## src/rtl/gpio_in_sampler_if.sv

```systemverilog
// rtl/gpio_in_sampler_if.sv - pad-side, enable and interrupt signal bundle for gpio_in_sampler
interface gpio_in_sampler_if #(
  parameter int WIDTH = 16
);
  logic [WIDTH-1:0] gpio_pins_in;
  logic             EN_PWM_OUTA0;
  logic             EN_PWM_OUTB0;
  logic             EN_TMR_IN0;
  logic             EN_I2C;
  logic             EN_SPI;
  logic             EN_UART;
  logic [WIDTH-1:0] irq_rise_en;
  logic [WIDTH-1:0] irq_fall_en;
  logic [WIDTH-1:0] irq_clr;
  logic [WIDTH-1:0] gpio_data_out;
  logic [WIDTH-1:0] irq_pending;
  logic             irq;
  logic             tmr_in0;

  modport master (
    output gpio_pins_in, EN_PWM_OUTA0, EN_PWM_OUTB0, EN_TMR_IN0, EN_I2C, EN_SPI, EN_UART,
    output irq_rise_en, irq_fall_en, irq_clr,
    input  gpio_data_out, irq_pending, irq, tmr_in0
  );

  modport slave (
    input  gpio_pins_in, EN_PWM_OUTA0, EN_PWM_OUTB0, EN_TMR_IN0, EN_I2C, EN_SPI, EN_UART,
    input  irq_rise_en, irq_fall_en, irq_clr,
    output gpio_data_out, irq_pending, irq, tmr_in0
  );
endinterface

```

## src/rtl/gpio_in_sampler.sv

```systemverilog
// rtl/gpio_in_sampler.sv - GPIO input synchroniser, debouncer, function mask and edge interrupts
module gpio_in_sampler #(
  parameter int WIDTH      = 16,
  parameter int DEB_CYCLES = 4
) (
  input logic               clk,
  input logic               rst_n,
  gpio_in_sampler_if.slave  bus
);

  localparam int            CW       = $clog2(DEB_CYCLES + 1);
  localparam logic [CW-1:0] CNT_LAST = CW'(DEB_CYCLES - 1);

  logic [WIDTH-1:0] sync1_q;
  logic [WIDTH-1:0] sync2_q;
  logic [WIDTH-1:0] stable_q;
  logic [WIDTH-1:0] stable_d;
  logic [WIDTH-1:0] stable_dly_q;
  logic [WIDTH-1:0] pend_q;
  logic [WIDTH-1:0] pend_d;
  logic [CW-1:0]    cnt_q [WIDTH];
  logic [CW-1:0]    cnt_d [WIDTH];
  logic             irq_q;
  logic             tmr_q;
  logic [WIDTH-1:0] mask;
  logic [WIDTH-1:0] rise;
  logic [WIDTH-1:0] fall;

  // Same pin map as the output mux; pins 15:11 are always plain GPIO.
  always_comb begin
    mask       = '0;
    mask[1:0]  = {2{bus.EN_UART}};
    mask[3:2]  = {2{bus.EN_I2C}};
    mask[7:4]  = {4{bus.EN_SPI}};
    mask[8]    = bus.EN_TMR_IN0;
    mask[9]    = bus.EN_PWM_OUTA0;
    mask[10]   = bus.EN_PWM_OUTB0;
  end

  always_comb begin
    stable_d = stable_q;
    for (int i = 0; i < WIDTH; i++) begin
      cnt_d[i] = cnt_q[i];
      if (sync2_q[i] == stable_q[i]) begin
        cnt_d[i] = '0;
      end else if (cnt_q[i] == CNT_LAST) begin
        stable_d[i] = sync2_q[i];
        cnt_d[i]    = '0;
      end else begin
        cnt_d[i] = cnt_q[i] + CW'(1);
      end
    end
  end

  assign rise = stable_q & ~stable_dly_q;
  assign fall = ~stable_q & stable_dly_q;

  // A new edge event wins over a same-cycle clear; ownership by a function wins over both.
  assign pend_d = ~mask & (((rise & bus.irq_rise_en) | (fall & bus.irq_fall_en)) |
                           (pend_q & ~bus.irq_clr));

  always_ff @(posedge clk or negedge rst_n) begin
    if (!rst_n) begin
      sync1_q      <= '0;
      sync2_q      <= '0;
      stable_q     <= '0;
      stable_dly_q <= '0;
      pend_q       <= '0;
      irq_q        <= 1'b0;
      tmr_q        <= 1'b0;
      for (int i = 0; i < WIDTH; i++) begin
        cnt_q[i] <= '0;
      end
    end else begin
      sync1_q      <= bus.gpio_pins_in;
      sync2_q      <= sync1_q;
      stable_q     <= stable_d;
      stable_dly_q <= stable_q;
      pend_q       <= pend_d;
      irq_q        <= |pend_d;
      // Timer capture bypasses the debouncer to keep its edge timing.
      tmr_q        <= sync2_q[8] & bus.EN_TMR_IN0;
      for (int i = 0; i < WIDTH; i++) begin
        cnt_q[i] <= cnt_d[i];
      end
    end
  end

  assign bus.gpio_data_out = stable_q & ~mask;
  assign bus.irq_pending   = pend_q;
  assign bus.irq           = irq_q;
  assign bus.tmr_in0       = tmr_q;

endmodule
```

## src/flat_wrapper.sv

```systemverilog
// flat-port wrapper written by rule: the top's interface ports become plain ports
module gpio_in_sampler_flat 
#(
  parameter int WIDTH      = 16,
  parameter int DEB_CYCLES = 4
)
  (clk, rst_n, bus_gpio_pins_in, bus_EN_PWM_OUTA0, bus_EN_PWM_OUTB0, bus_EN_TMR_IN0, bus_EN_I2C, bus_EN_SPI, bus_EN_UART, bus_irq_rise_en, bus_irq_fall_en, bus_irq_clr, bus_gpio_data_out, bus_irq_pending, bus_irq, bus_tmr_in0);
  gpio_in_sampler_if #(.WIDTH(WIDTH)) bus_i ();
  input logic clk;
  input logic rst_n;
  input wire logic [$bits(bus_i.gpio_pins_in)-1:0] bus_gpio_pins_in;
  input wire logic [$bits(bus_i.EN_PWM_OUTA0)-1:0] bus_EN_PWM_OUTA0;
  input wire logic [$bits(bus_i.EN_PWM_OUTB0)-1:0] bus_EN_PWM_OUTB0;
  input wire logic [$bits(bus_i.EN_TMR_IN0)-1:0] bus_EN_TMR_IN0;
  input wire logic [$bits(bus_i.EN_I2C)-1:0] bus_EN_I2C;
  input wire logic [$bits(bus_i.EN_SPI)-1:0] bus_EN_SPI;
  input wire logic [$bits(bus_i.EN_UART)-1:0] bus_EN_UART;
  input wire logic [$bits(bus_i.irq_rise_en)-1:0] bus_irq_rise_en;
  input wire logic [$bits(bus_i.irq_fall_en)-1:0] bus_irq_fall_en;
  input wire logic [$bits(bus_i.irq_clr)-1:0] bus_irq_clr;
  output wire logic [$bits(bus_i.gpio_data_out)-1:0] bus_gpio_data_out;
  output wire logic [$bits(bus_i.irq_pending)-1:0] bus_irq_pending;
  output wire logic [$bits(bus_i.irq)-1:0] bus_irq;
  output wire logic [$bits(bus_i.tmr_in0)-1:0] bus_tmr_in0;
  assign bus_i.gpio_pins_in = bus_gpio_pins_in;
  assign bus_i.EN_PWM_OUTA0 = bus_EN_PWM_OUTA0;
  assign bus_i.EN_PWM_OUTB0 = bus_EN_PWM_OUTB0;
  assign bus_i.EN_TMR_IN0 = bus_EN_TMR_IN0;
  assign bus_i.EN_I2C = bus_EN_I2C;
  assign bus_i.EN_SPI = bus_EN_SPI;
  assign bus_i.EN_UART = bus_EN_UART;
  assign bus_i.irq_rise_en = bus_irq_rise_en;
  assign bus_i.irq_fall_en = bus_irq_fall_en;
  assign bus_i.irq_clr = bus_irq_clr;
  assign bus_gpio_data_out = bus_i.gpio_data_out;
  assign bus_irq_pending = bus_i.irq_pending;
  assign bus_irq = bus_i.irq;
  assign bus_tmr_in0 = bus_i.tmr_in0;
  gpio_in_sampler #(.WIDTH(WIDTH), .DEB_CYCLES(DEB_CYCLES)) u_core (.clk(clk), .rst_n(rst_n), .bus(bus_i));
endmodule
```

## config.mk

```make
export PLATFORM = sky130hd
export DESIGN_NAME = gpio_in_sampler_flat
export DESIGN_NICKNAME = d
export VERILOG_FILES = /design/src/rtl/gpio_in_sampler_if.sv /design/src/rtl/gpio_in_sampler.sv /design/src/flat_wrapper.sv
export SDC_FILE = /design/constraint.sdc
export NUM_CORES = 1
export LEC_CHECK = 0
export ABC_CLOCK_PERIOD_IN_PS = 3700
export CAP_MARGIN = 20
export CORE_UTILIZATION = 38
export DETAILED_ROUTE_END_ITERATION = 6
export PLACE_DENSITY = 0.66
export REMOVE_ABC_BUFFERS = 1
export SETUP_SLACK_MARGIN = 0.05
export SYNTH_ARGS = -nofsm -noshare
export SYNTH_HDL_FRONTEND = slang
export SYNTH_SLANG_ARGS = --single-unit
```

## constraint.sdc

```tcl
create_clock -name clk -period 3.7 [get_ports clk]
set_clock_uncertainty 0.15 [all_clocks]
set_input_delay 0.74 -clock clk [delete_from_list [all_inputs] [get_ports clk]]
set_output_delay 0.74 -clock clk [all_outputs]
set_load 0.005 [all_outputs]
```

* After elaboration in Yosys (flattened, before gate mapping)
Index checks and enable logic that the tools add are counted.
Word-level totals: flip-flop bits (word level) 130, input bits 72
Cells by class: $add $sub $neg 16, equality and inequality tests 32, mux-type cells 32, bitwise logic cells 30, reductions and logical operators 17
Operators by type and width (number):
- $and A16 B16 Y16 | 7
- $mux W3 | 32
- $add A3 B1 Y3 const B | 16
- $eq A3 B2 Y1 const B | 16
- $not A16 Y16 | 3
- $or A16 B16 Y16 | 2
- $reduce_and A2 Y1 | 16
- $eq A1 B1 Y1 | 16
- $not A1 Y1 | 16
- $not A11 Y16 | 1
- $reduce_or A16 Y1 | 1
- $and A1 B1 Y1 | 1

* Logic depth before layout (Yosys ltp)
Gate-level depths: netlist of run 1.
depth after elaboration 7, mapped depth 5

* Worst setup path after synthesis of run 1
No wires, ideal clock.
path type input to register, start in bus_irq_rise_en[0], end reg u_core.irq_q (netlist: u_core.bus.irq), library setup time 139 ps, arrival 1686 ps, data required time 3411 ps, path slack 1725 ps, stages on the path 5, path buffers 0, path through nand3b_1 > o221ai_2 > a211oi_1 > o22ai_1 > or4_1
On the way: word-level cells in the longest chain between the ends 5
RTL lines:
- start: declaration | line flat_wrapper.sv:18 | input wire logic [$bits(bus_i.irq_rise_en)-1:0] bus_irq_rise_en;
- $and A16 B16 Y16 | line gpio_in_sampler.sv:59 | assign pend_d = ~mask & (((rise & bus.irq_rise_en) | (fall & bus.irq_fall_en)) |
- $or A16 B16 Y16 (2 in series) | line gpio_in_sampler.sv:59
- $and A16 B16 Y16 | line gpio_in_sampler.sv:59
- $reduce_or A16 Y1 | line gpio_in_sampler.sv:80 | irq_q <= |pend_d;
- end signal: assignment | line gpio_in_sampler.sv:80
- end: declaration | line gpio_in_sampler.sv:23 | logic irq_q;
Every way passes these cells. A chain may end at the register's enable or synchronous reset.

* Worst setup path in the final report of run 1
start in bus_EN_SPI, end out bus_gpio_data_out[6]
On the way: word-level cells in the longest chain between the ends 2
RTL lines:
- start: declaration | line flat_wrapper.sv:16 | input wire logic [$bits(bus_i.EN_SPI)-1:0] bus_EN_SPI;
- $not A11 Y16 | line gpio_in_sampler.sv:89 | assign bus.gpio_data_out = stable_q & ~mask;
- $and A16 B16 Y16 | line gpio_in_sampler.sv:89
- end: declaration | line flat_wrapper.sv:21 | output wire logic [$bits(bus_i.gpio_data_out)-1:0] bus_gpio_data_out;
Every way passes these cells.

==> flow_metrics.env, run 1 <==
export IMPL_status="finished, final reports clean"
export IMPL_syn_inst=345
export IMPL_fill_cells=1081
export IMPL_grt_pass1_vias=3046
export IMPL_vias_per_cell=4.56
export IMPL_cts_made_buffers=17
export IMPL_final_nets=553
export IMPL_synth_cell_types=28
export IMPL_path_max_fanout=9
export IMPL_antenna_found_initial=0
export IMPL_ys_warn_count=0
export IMPL_worst_pin_slew_ns=0.541
export IMPL_grt_overflow=0
export IMPL_critical_path_arrival_ns=1.98
export IMPL_drive_above_1_share_pct=8.16
export IMPL_rsz0062_at_grt="no"
export IMPL_drc=0
export IMPL_ys_ff_latch=130
export IMPL_powerDensity_nw_per_um2=725
export IMPL_cts_tree="yes"
export IMPL_crit_required_ns=2.81
export IMPL_cts_resized=0
export IMPL_wire_per_inst_um=12.5
export IMPL_rows=40
export IMPL_fin_tns_setup_ns=0
export IMPL_vdd_drop_max_uv=316
export IMPL_grt_max_degree=48
export IMPL_multiInputGateArea_sq_um=1490
export IMPL_die_area_sq_um=13100
export IMPL_setup_worst_path_start_class="primary input"
export IMPL_ys_seq_area_share_pct=67.5
export IMPL_synthArstFlopShare_pct=100
export IMPL_min_path_type="in2async"
export IMPL_p_leak_nw=2.90
export IMPL_setup_viol=0
export IMPL_synth_most_common_cell="dfrtp_1"
export IMPL_synth_area_leaders="dfrtp_1 (67%), nor2b_1 (4.5%), ha_1 (4.2%), mux2_1 (3.7%), nor3b_1 (3.7%)"
export IMPL_grt_pass1_wl_um=13800
export IMPL_initial_utilization_pct=39.5
export IMPL_end_kind="primary output"
export IMPL_io_pins=106
export IMPL_clockBufferDepth=2
export IMPL_fmax_mhz=348
export IMPL_clkSinkCount=130
export IMPL_yosys_area_top_type="dfrtp_1"
export IMPL_core_area_sq_um=12200
export IMPL_syn2layout_area_growth_pct=37.6
export IMPL_hold_violations=0
export IMPL_vias=2947
export IMPL_slew_headroom_pct=63.9
export IMPL_netlist_area_sq_um=4820
export IMPL_period_needed_ns=2.87
export IMPL_min_period_over_period_pct=77.7
export IMPL_diodes=0
export IMPL_routed_wl_um=8080
export IMPL_synth_edf_count=0
export IMPL_die_height_um=115
export IMPL_cts_root_buf="clkbuf_16"
export IMPL_io_buffers=105
export IMPL_synth_common_cells="dfrtp_1 (130), nor2b_1 (35), nor3b_1 (24)"
export IMPL_maxCapViolations=0
export IMPL_antenna_left=0
export IMPL_postCtsHoldBufs=0
export IMPL_synth_top_area_share_pct=67.5
export IMPL_place_congestion=0.780
export IMPL_drt_initial_drc_count=82
export IMPL_dr_pass1_iters=4
export IMPL_register_area_sq_um=3250
export IMPL_avgSynthCellArea_sq_um=14.0
export IMPL_postCtsSetupBuffers=0
export IMPL_die_w_um=115
export IMPL_htreeDepth=4
export IMPL_slew_viol_final=0
export IMPL_synthFlopType="dfrtp_1"
export IMPL_crit_type="in2out"
export IMPL_clk_latency_ns=0.41
export IMPL_grt_usage_pct=14.1
export IMPL_dp_hpwl_um=5810
export IMPL_dp_cells=614
export IMPL_clk_pin_slew_ns=0.05
export IMPL_stdcell_count=646
[cell type report]
| class | count | area share [%] |
|---|---|---|
| Clock buffer | 28 | 7.94 |
| Clock inverter | 4 | 0.679 |
| Inverter | 11 | 0.622 |
| Multi-Input combinational cell | 198 | 22.4 |
| Sequential cell | 130 | 49.0 |
| Tap cell | 168 | 3.17 |
| Timing Repair Buffer | 107 | 16.2 |
[per-layer routing]
layer | track usage [%] | vias up | part of all wire (%)
met4 | 8.05 | 0 | 2.0
li1 | - | 1432 | -
met1 | 16.9 | 1433 | 45
met3 | 5.08 | 15 | 5.3
met5 | 0 | - | 0
met2 | 21.9 | 67 | 48
[metrics by stage]
| step | hold WS [ns] | total power [mW] | util (%) | cell area [sq um] | setup WS [ns] |
|---|---|---|---|---|---|
| global route | 0.198 | 5.13 | 54.4 | 6640 | 0.741 |
| finish | 0.167 | 4.81 | 54.4 | 6640 | 0.826 |
| global placement | 0.182 | 3.22 | 49.7 | 6070 | 0.848 |
| CTS | 0.171 | 4.90 | 54.4 | 6640 | 0.834 |
| floorplan | 0.181 | 2.72 | - | 4780 | 1.73 |
| detailed placement | 0.186 | 3.28 | 49.7 | 6070 | 0.834 |
[registers in the layout, indices dropped and copies added (netlist names)]
register                count
u_core.sync2_q             16
u_core.bus.tmr_in0          1
u_core.bus.irq              1
u_core.stable_dly_q        16
u_core.cnt_q               48
u_core.stable_q            16
u_core.sync1_q             16
u_core.bus.irq_pending     16
[worst max-delay path, stage by stage]
cell,delay (ns)
clkdlybuf4s50_1,0.56
nor2b_1,0.17
clkdlybuf4s50_1,0.52
[report_power, final]
group / switching [mW] / internal, mW
combinational: 0.436 / 0.688
clock: 0.546 / 1.03
sequential: 0.292 / 1.82
total: 1.27 / 3.54
[final timing paths]
path                       cells after the start                             endpoint                            start  slack [ns]
setup / recovery                               3                 bus_gpio_data_out[6]                       bus_EN_SPI        0.83
hold / removal                                 1         u_core.sync1_q[11]$_DFF_PN0_                            rst_n        0.17
setup reg to reg                               5             u_core.bus.irq$_DFF_PN0_  u_core.stable_q[15]$_DFFE_PN0P_        1.82
hold reg to reg                                0         u_core.sync2_q[14]$_DFF_PN0_     u_core.sync1_q[14]$_DFF_PN0_        0.19
max in group asynchronous                      2  u_core.bus.irq_pending[0]$_DFF_PN0_                            rst_n        2.32
min in group clk                               0         u_core.sync2_q[14]$_DFF_PN0_     u_core.sync1_q[14]$_DFF_PN0_        0.19
[cell usage in the layout, fill, tap and decap left out, types with 6 or more instances in the layout]
cell type        synthesis  layout
dfrtp_1                130     130
clkdlybuf4s50_1          0     104
nor2b_1                 35      35
nor3b_1                 24      24
nand3b_1                20      20
clkbuf_16                0      17
xnor2_1                 16      16
nor3_1                  16      16
mux2_1                  16      16
ha_1                    16      16
nand2_1                 13      13
nand2b_1                 7       7
inv_1                    6       6
clkbuf_8                 0       6
[logic make-up (layout without fill, tap and decap cells)]
group / after synthesis / after routing / share of synthesized area, %
compound gates: 25 / 25 / 3.87
xor+xnor: 16 / 16 / 2.91
fa+ha+maj: 16 / 16 / 4.15
buf+inv: 17 / 150 / 1.74
flops: 130 / 130 / 67.5
mux: 16 / 16 / 3.74
simple gates: 125 / 125 / 16.1
Power figures use the tool's default switching activity.
==> run 2: changes to the inputs <==
--- a/config.mk
+++ b/config.mk
@@ -5,7 +5,7 @@
 export SDC_FILE = /design/constraint.sdc
 export NUM_CORES = 1
 export LEC_CHECK = 0
-export ABC_CLOCK_PERIOD_IN_PS = 3700
+export ABC_CLOCK_PERIOD_IN_PS = 3020
 export CAP_MARGIN = 20
 export CORE_UTILIZATION = 38
 export DETAILED_ROUTE_END_ITERATION = 6
==> constraint.sdc (replaced) <==
create_clock -name clk -period 3.02 [get_ports clk]
set_clock_uncertainty 0.15 [all_clocks]
set_input_delay 0.604 -clock clk [delete_from_list [all_inputs] [get_ports clk]]
set_output_delay 0.604 -clock clk [all_outputs]
set_load 0.005 [all_outputs]
==> flow_metrics.env, run 2 (same netlist as run 1, synthesis figures left out) <==
export IMPL_grt_usage_pct=14.0
export IMPL_place_congestion=0.763
export IMPL_setup_worst_path_start_class="primary input"
export IMPL_min_path_type="reg2reg"
export IMPL_slew_viol_final=0
export IMPL_final_area_sq_um=6710
export IMPL_critical_path_arrival_ns=1.84
export IMPL_rsz0062_at_grt="no"
export IMPL_slew_headroom_pct=73.3
export IMPL_min_period_over_period_pct=86.0
export IMPL_antenna_found_initial=0
export IMPL_cts_tree="yes"
export IMPL_placed_area_sq_um=6070
export IMPL_status="finished, final reports clean"
export IMPL_cts_root_buf="clkbuf_16"
export IMPL_period_needed_ns=2.60
export IMPL_fill_cells=1049
export IMPL_grt_max_degree=77
export IMPL_crit_type="in2out"
export IMPL_largest_register="u_core.cnt_q"
export IMPL_die_w_um=115
export IMPL_vias=2989
export IMPL_powerDensity_nw_per_um2=911
export IMPL_clkSinkCount=130
export IMPL_grt_pass1_wl_um=14100
export IMPL_io_pins=106
export IMPL_rows=40
export IMPL_die_height_um=115
export IMPL_dp_hpwl_um=5970
export IMPL_path_max_fanout=9
export IMPL_final_common_cell="dfrtp_1"
export IMPL_final_nets=554
export IMPL_cts_made_buffers=17
export IMPL_end_kind="primary output"
export IMPL_setup_viol=0
export IMPL_io_buffers=105
export IMPL_hold_violations=0
export IMPL_clockBufferDepth=2
export IMPL_final_cell_mix="dfrtp_1 (130), clkdlybuf4s50_1 (104), nor2b_1 (35), nor3b_1 (24), nand3b_1 (20)"
export IMPL_initial_utilization_pct=39.5
export IMPL_die_area_sq_um=13100
export IMPL_vdd_drop_max_uv=515
export IMPL_dr_pass1_iters=4
export IMPL_syn2layout_area_growth_pct=39.2
export IMPL_final_core_util_pct=54.9
export IMPL_antenna_left=0
export IMPL_wire_per_inst_um=12.7
export IMPL_postCtsSetupBuffers=0
export IMPL_htreeDepth=4
export IMPL_grt_overflow=0
export IMPL_fin_tns_setup_ns=0
export IMPL_p_leak_nw=2.92
export IMPL_core_area_sq_um=12200
export IMPL_drt_initial_drc_count=68
export IMPL_worst_pin_slew_ns=0.400
export IMPL_grt_pass1_vias=3154
export IMPL_clk_pin_slew_ns=0.06
export IMPL_largest_register_ff_count=48
export IMPL_vias_per_cell=4.63
export IMPL_drc=0
export IMPL_clk_latency_ns=0.40
export IMPL_crit_required_ns=2.27
export IMPL_drive_above_1_share_pct=9.00
export IMPL_routed_wl_um=8170
export IMPL_diodes=0
export IMPL_fmax_mhz=385
export IMPL_maxCapViolations=0
## run 2: routing by layer
layer,part of all wire [%],routed length [um],GRT usage [%]
met5,0,0,0
met4,1.1,91,5.45
met3,4.8,393,5.08
met2,50,4120,23.2
met1,44,3570,16.8
## run 2: worst paths after layout
kind | slack, ns | cells after the start | start | to
min in group asynchronous | 0.48 | 2 | rst_n | u_core.cnt_q[11]$_DFF_PN0_
max in group asynchronous | 1.54 | 3 | rst_n | u_core.stable_dly_q[1]$_DFF_PN0_
setup reg to reg | 1.10 | 5 | u_core.stable_q[15]$_DFFE_PN0P_ | u_core.bus.irq$_DFF_PN0_
setup / recovery | 0.42 | 3 | bus_EN_SPI | bus_gpio_data_out[4]
hold reg to reg | 0.19 | 0 | u_core.sync1_q[2]$_DFF_PN0_ | u_core.sync2_q[2]$_DFF_PN0_
hold / removal | 0.19 | 0 | u_core.sync1_q[2]$_DFF_PN0_ | u_core.sync2_q[2]$_DFF_PN0_
## run 2: report_power, final
part | total [mW] | leakage [nW] | switching, mW | internal (mW)
logic | 1.39 | 1.00 | 0.543 | 0.844
registers | 2.58 | 1.62 | 0.354 | 2.23
clock network | 2.14 | 0.298 | 0.718 | 1.42
total | 6.11 | 2.92 | 1.61 | 4.50
## run 2: final cells by class
cell class	instances	area [sq um]	share of cell area [%]
tap	168	210	3.13
sequential	130	3250	48.5
clock buffer	19	453	6.75
inverter	11	41.3	0.615
clock inverter	12	181	2.70
timing repair buffer	108	1090	16.2
multi-input combinational	198	1490	22.1
## run 2: timing repair
item	CTS	global route
setup endpoints to repair	0	0
gates resized for setup	0	0
endpoints found under the hold margin	21	0
hold buffers	1	0
## run 2: critical path, stage by stage
cell	delay (ns)
clkdlybuf4s50_1	0.56
nor2b_1	0.17
clkdlybuf4s50_1	0.51
## run 2: through the flow
stage                     hold WS (ns)  power, mW  std cells  setup slack (ns)
after global placement           0.182       3.94        614             0.436
after detailed placement         0.186       4.03        614             0.419
after global routing             0.203       6.52        646             0.333
after CTS                        0.195       6.21        646             0.419
final                            0.194       6.11        646             0.423
after floorplan                  0.158       3.34        339              1.18
==> run 3: changes to the inputs <==
--- a/config.mk
+++ b/config.mk
@@ -5,11 +5,11 @@
 export SDC_FILE = /design/constraint.sdc
 export NUM_CORES = 1
 export LEC_CHECK = 0
-export ABC_CLOCK_PERIOD_IN_PS = 3020
+export ABC_CLOCK_PERIOD_IN_PS = 2300
 export CAP_MARGIN = 20
 export CORE_UTILIZATION = 38
 export DETAILED_ROUTE_END_ITERATION = 6
-export PLACE_DENSITY = 0.66
+export PLACE_DENSITY = 0.68
 export REMOVE_ABC_BUFFERS = 1
 export SETUP_SLACK_MARGIN = 0.05
 export SYNTH_ARGS = -nofsm -noshare
==> constraint.sdc (replaced) <==
create_clock -name clk -period 2.3 [get_ports clk]
set_clock_uncertainty 0.15 [all_clocks]
set_input_delay 0.46 -clock clk [delete_from_list [all_inputs] [get_ports clk]]
set_output_delay 0.46 -clock clk [all_outputs]
set_load 0.1 [all_outputs]
==> flow_metrics.env, run 3 (same netlist as run 1, synthesis figures left out) <==
export IMPL_fin_tns_setup_ns=0
export IMPL_drt_initial_drc_count=87
export IMPL_slew_headroom_pct=73.8
export IMPL_crit_chain="clkdlybuf4s50_1, buf_4, nor2b_1, buf_12"
export IMPL_place_congestion=0.724
export IMPL_powerDensity_nw_per_um2=1390
export IMPL_io_pins=106
export IMPL_dr_pass1_iters=4
export IMPL_final_cell_mix="dfrtp_1 (130), clkdlybuf4s50_1 (70), nor2b_1 (35), buf_4 (26), nor3b_1 (24)"
export IMPL_switching_share_pct=38.6
export IMPL_grt_max_degree=75
export IMPL_final_area_sq_um=6730
export IMPL_wire_per_inst_um=12.9
export IMPL_antenna_found_initial=0
export IMPL_critical_path_buf_inv_count=3
export IMPL_power_switching_mw=3.61
export IMPL_htreeDepth=4
export IMPL_holdCritStartpoint="u_core.sync1_q[2]$_DFF_PN0_"
export IMPL_critical_path_arrival_ns=1.50
export IMPL_rows=40
export IMPL_fill_cells=1054
export IMPL_grtUsageMet1_pct=16.6
export IMPL_hold_violations=0
export IMPL_syn2layout_area_growth_pct=39.6
export IMPL_dp_cells=616
export IMPL_slowest_delay_ns=0.45
export IMPL_grt_overflow=0
export IMPL_io_buffers=105
export IMPL_cts_made_buffers=17
export IMPL_worst_pin_slew_ns=0.393
export IMPL_holdWs_ns=0.194
export IMPL_drc=0
export IMPL_fmax_mhz=474
export IMPL_crit_path_top_delay_cell="clkdlybuf4s50_1"
export IMPL_die_area_sq_um=13100
export IMPL_largest_register_ff_count=48
export IMPL_status="finished, final reports clean"
export IMPL_min_period_over_period_pct=91.7
export IMPL_grt_pass1_vias=3126
export IMPL_slew_viol_final=0
export IMPL_final_common_cell="dfrtp_1"
export IMPL_core_area_sq_um=12200
export IMPL_die_height_um=115
export IMPL_rsz0062_at_grt="no"
export IMPL_min_path_type="reg2reg"
export IMPL_placed_area_sq_um=6150
export IMPL_routed_wl_um=8330
export IMPL_largest_register="u_core.cnt_q"
export IMPL_critical_path_top_delay_family="buffers and inverters"
export IMPL_final_core_util_pct=55.1
export IMPL_cts_root_buf="clkbuf_16"
export IMPL_seq_power_share_pct=36.5
export IMPL_vdd_drop_max_uv=585
export IMPL_dp_hpwl_um=5950
export IMPL_vias=2956
export IMPL_intPower_mw=5.72
export IMPL_met3_usage_pct=4.34
export IMPL_crit_required_ns=1.69
export IMPL_grt_usage_pct=14.1
export IMPL_grt_busiest_layer="met2"
export IMPL_path_max_fanout=4
export IMPL_setup_viol=0
export IMPL_die_w_um=115
export IMPL_maxCapViolations=0
export IMPL_clkSinkCount=130
export IMPL_critPathLaunch="bus_EN_SPI"
export IMPL_p_clk_share_pct=27.7
export IMPL_cts_tree="yes"
export IMPL_crit_type="in2out"
export IMPL_register_area_sq_um=3250
export IMPL_diodes=0
export IMPL_power_frac_comb_pct=35.9
export IMPL_p_leak_nw=3.01
export IMPL_reg2reg_from="u_core.stable_q[15]$_DFFE_PN0P_"
export IMPL_drive_above_1_share_pct=16.3
export IMPL_multiInputGateArea_sq_um=1490
export IMPL_setup_worst_path_start_class="primary input"
export IMPL_vias_per_cell=4.56
export IMPL_period_needed_ns=2.11
export IMPL_clk_latency_ns=0.40
export IMPL_met2_usage_pct=23.7
export IMPL_end_kind="primary output"
export IMPL_grt_pass1_wl_um=14100
export IMPL_final_nets=556
export IMPL_initial_utilization_pct=39.5
export IMPL_clk_pin_slew_ns=0.05
export IMPL_antenna_left=0
export IMPL_clockBufferDepth=2
export IMPL_stdcell_count=648
run 3: changes by cell type in the layout (fill, tap and decap cells not counted):
cell             change
clkinv_4             +3
clkbuf_1             +1
buf_12              +12
clkdlybuf4s50_1     -34
clkinvlp_4           -3
bufinv_16            -2
clkbuf_8             -1
clkinv_2             +2
buf_4               +24
run 3: final cells by class:
type	count	share of cell area, %
Clock buffer	19	6.58
Timing Repair Buffer	110	17.3
Tap cell	168	3.12
Inverter	11	0.613
Multi-Input combinational cell	198	22.1
Sequential cell	130	48.3
Clock inverter	12	2.01
run 3: final timing paths:
| check | slack [ns] | to | cells past startpoint |
|---|---|---|---|
| max | 0.19 | bus_gpio_data_out[6] | 4 |
| min | 0.19 | u_core.sync2_q[2]$_DFF_PN0_ | 0 |
| max reg2reg | 0.46 | u_core.bus.irq$_DFF_PN0_ | 5 |
| min reg2reg | 0.19 | u_core.sync2_q[2]$_DFF_PN0_ | 0 |
| max in group asynchronous | 1.20 | u_core.cnt_q[39]$_DFF_PN0_ | 3 |
| min in group asynchronous | 0.45 | u_core.bus.irq_pending[14]$_DFF_PN0_ | 3 |
run 3: power groups by stage:
stage,Clock [mW],Sequential [mW],Combinational (mW)
after floorplan,0,4.36,1.45
after global placement,0,3.41,3.30
after detailed placement,0,3.45,3.39
after global routing,2.75,3.50,3.58
final,2.58,3.40,3.35
after CTS,2.65,3.42,3.40
run 3: what timing repair did:
item | CTS | global route
setup buffers | 0 | 0
hold endpoints to repair | 130 | 0
gates resized for setup | 0 | 0
hold buffers | 1 | 0
run 3: worst register-to-register path: cells and delay by family (launching register included):
| kind | cells | cell delay (ns) |
|---|---|---|
| DFF | 1 | 0.47 |
| AOI/OAI and AO/OA | 1 | 0.14 |
| and+or+nand+nor | 4 | 0.95 |
run 3: metal layers:
metal / vias up / part of all wire, %
met4: 0 / 1.1
met3: 8 / 4.1
li1: 1432 / -
met2: 61 / 52
met1: 1455 / 43
met5: - / 0
run 3: metrics by stage:
| step | worst slack (ns) | power [mW] |
|---|---|---|
| 6_report | 0.191 | 9.33 |
| 3_3_place_gp | 0.0327 | 6.71 |
| 4_1_cts | 0.173 | 9.47 |
| 5_1_grt | 0.138 | 9.84 |
| 2_1_floorplan | -0.105 | 5.80 |
| 3_5_place_dp | 0.0362 | 6.83 |
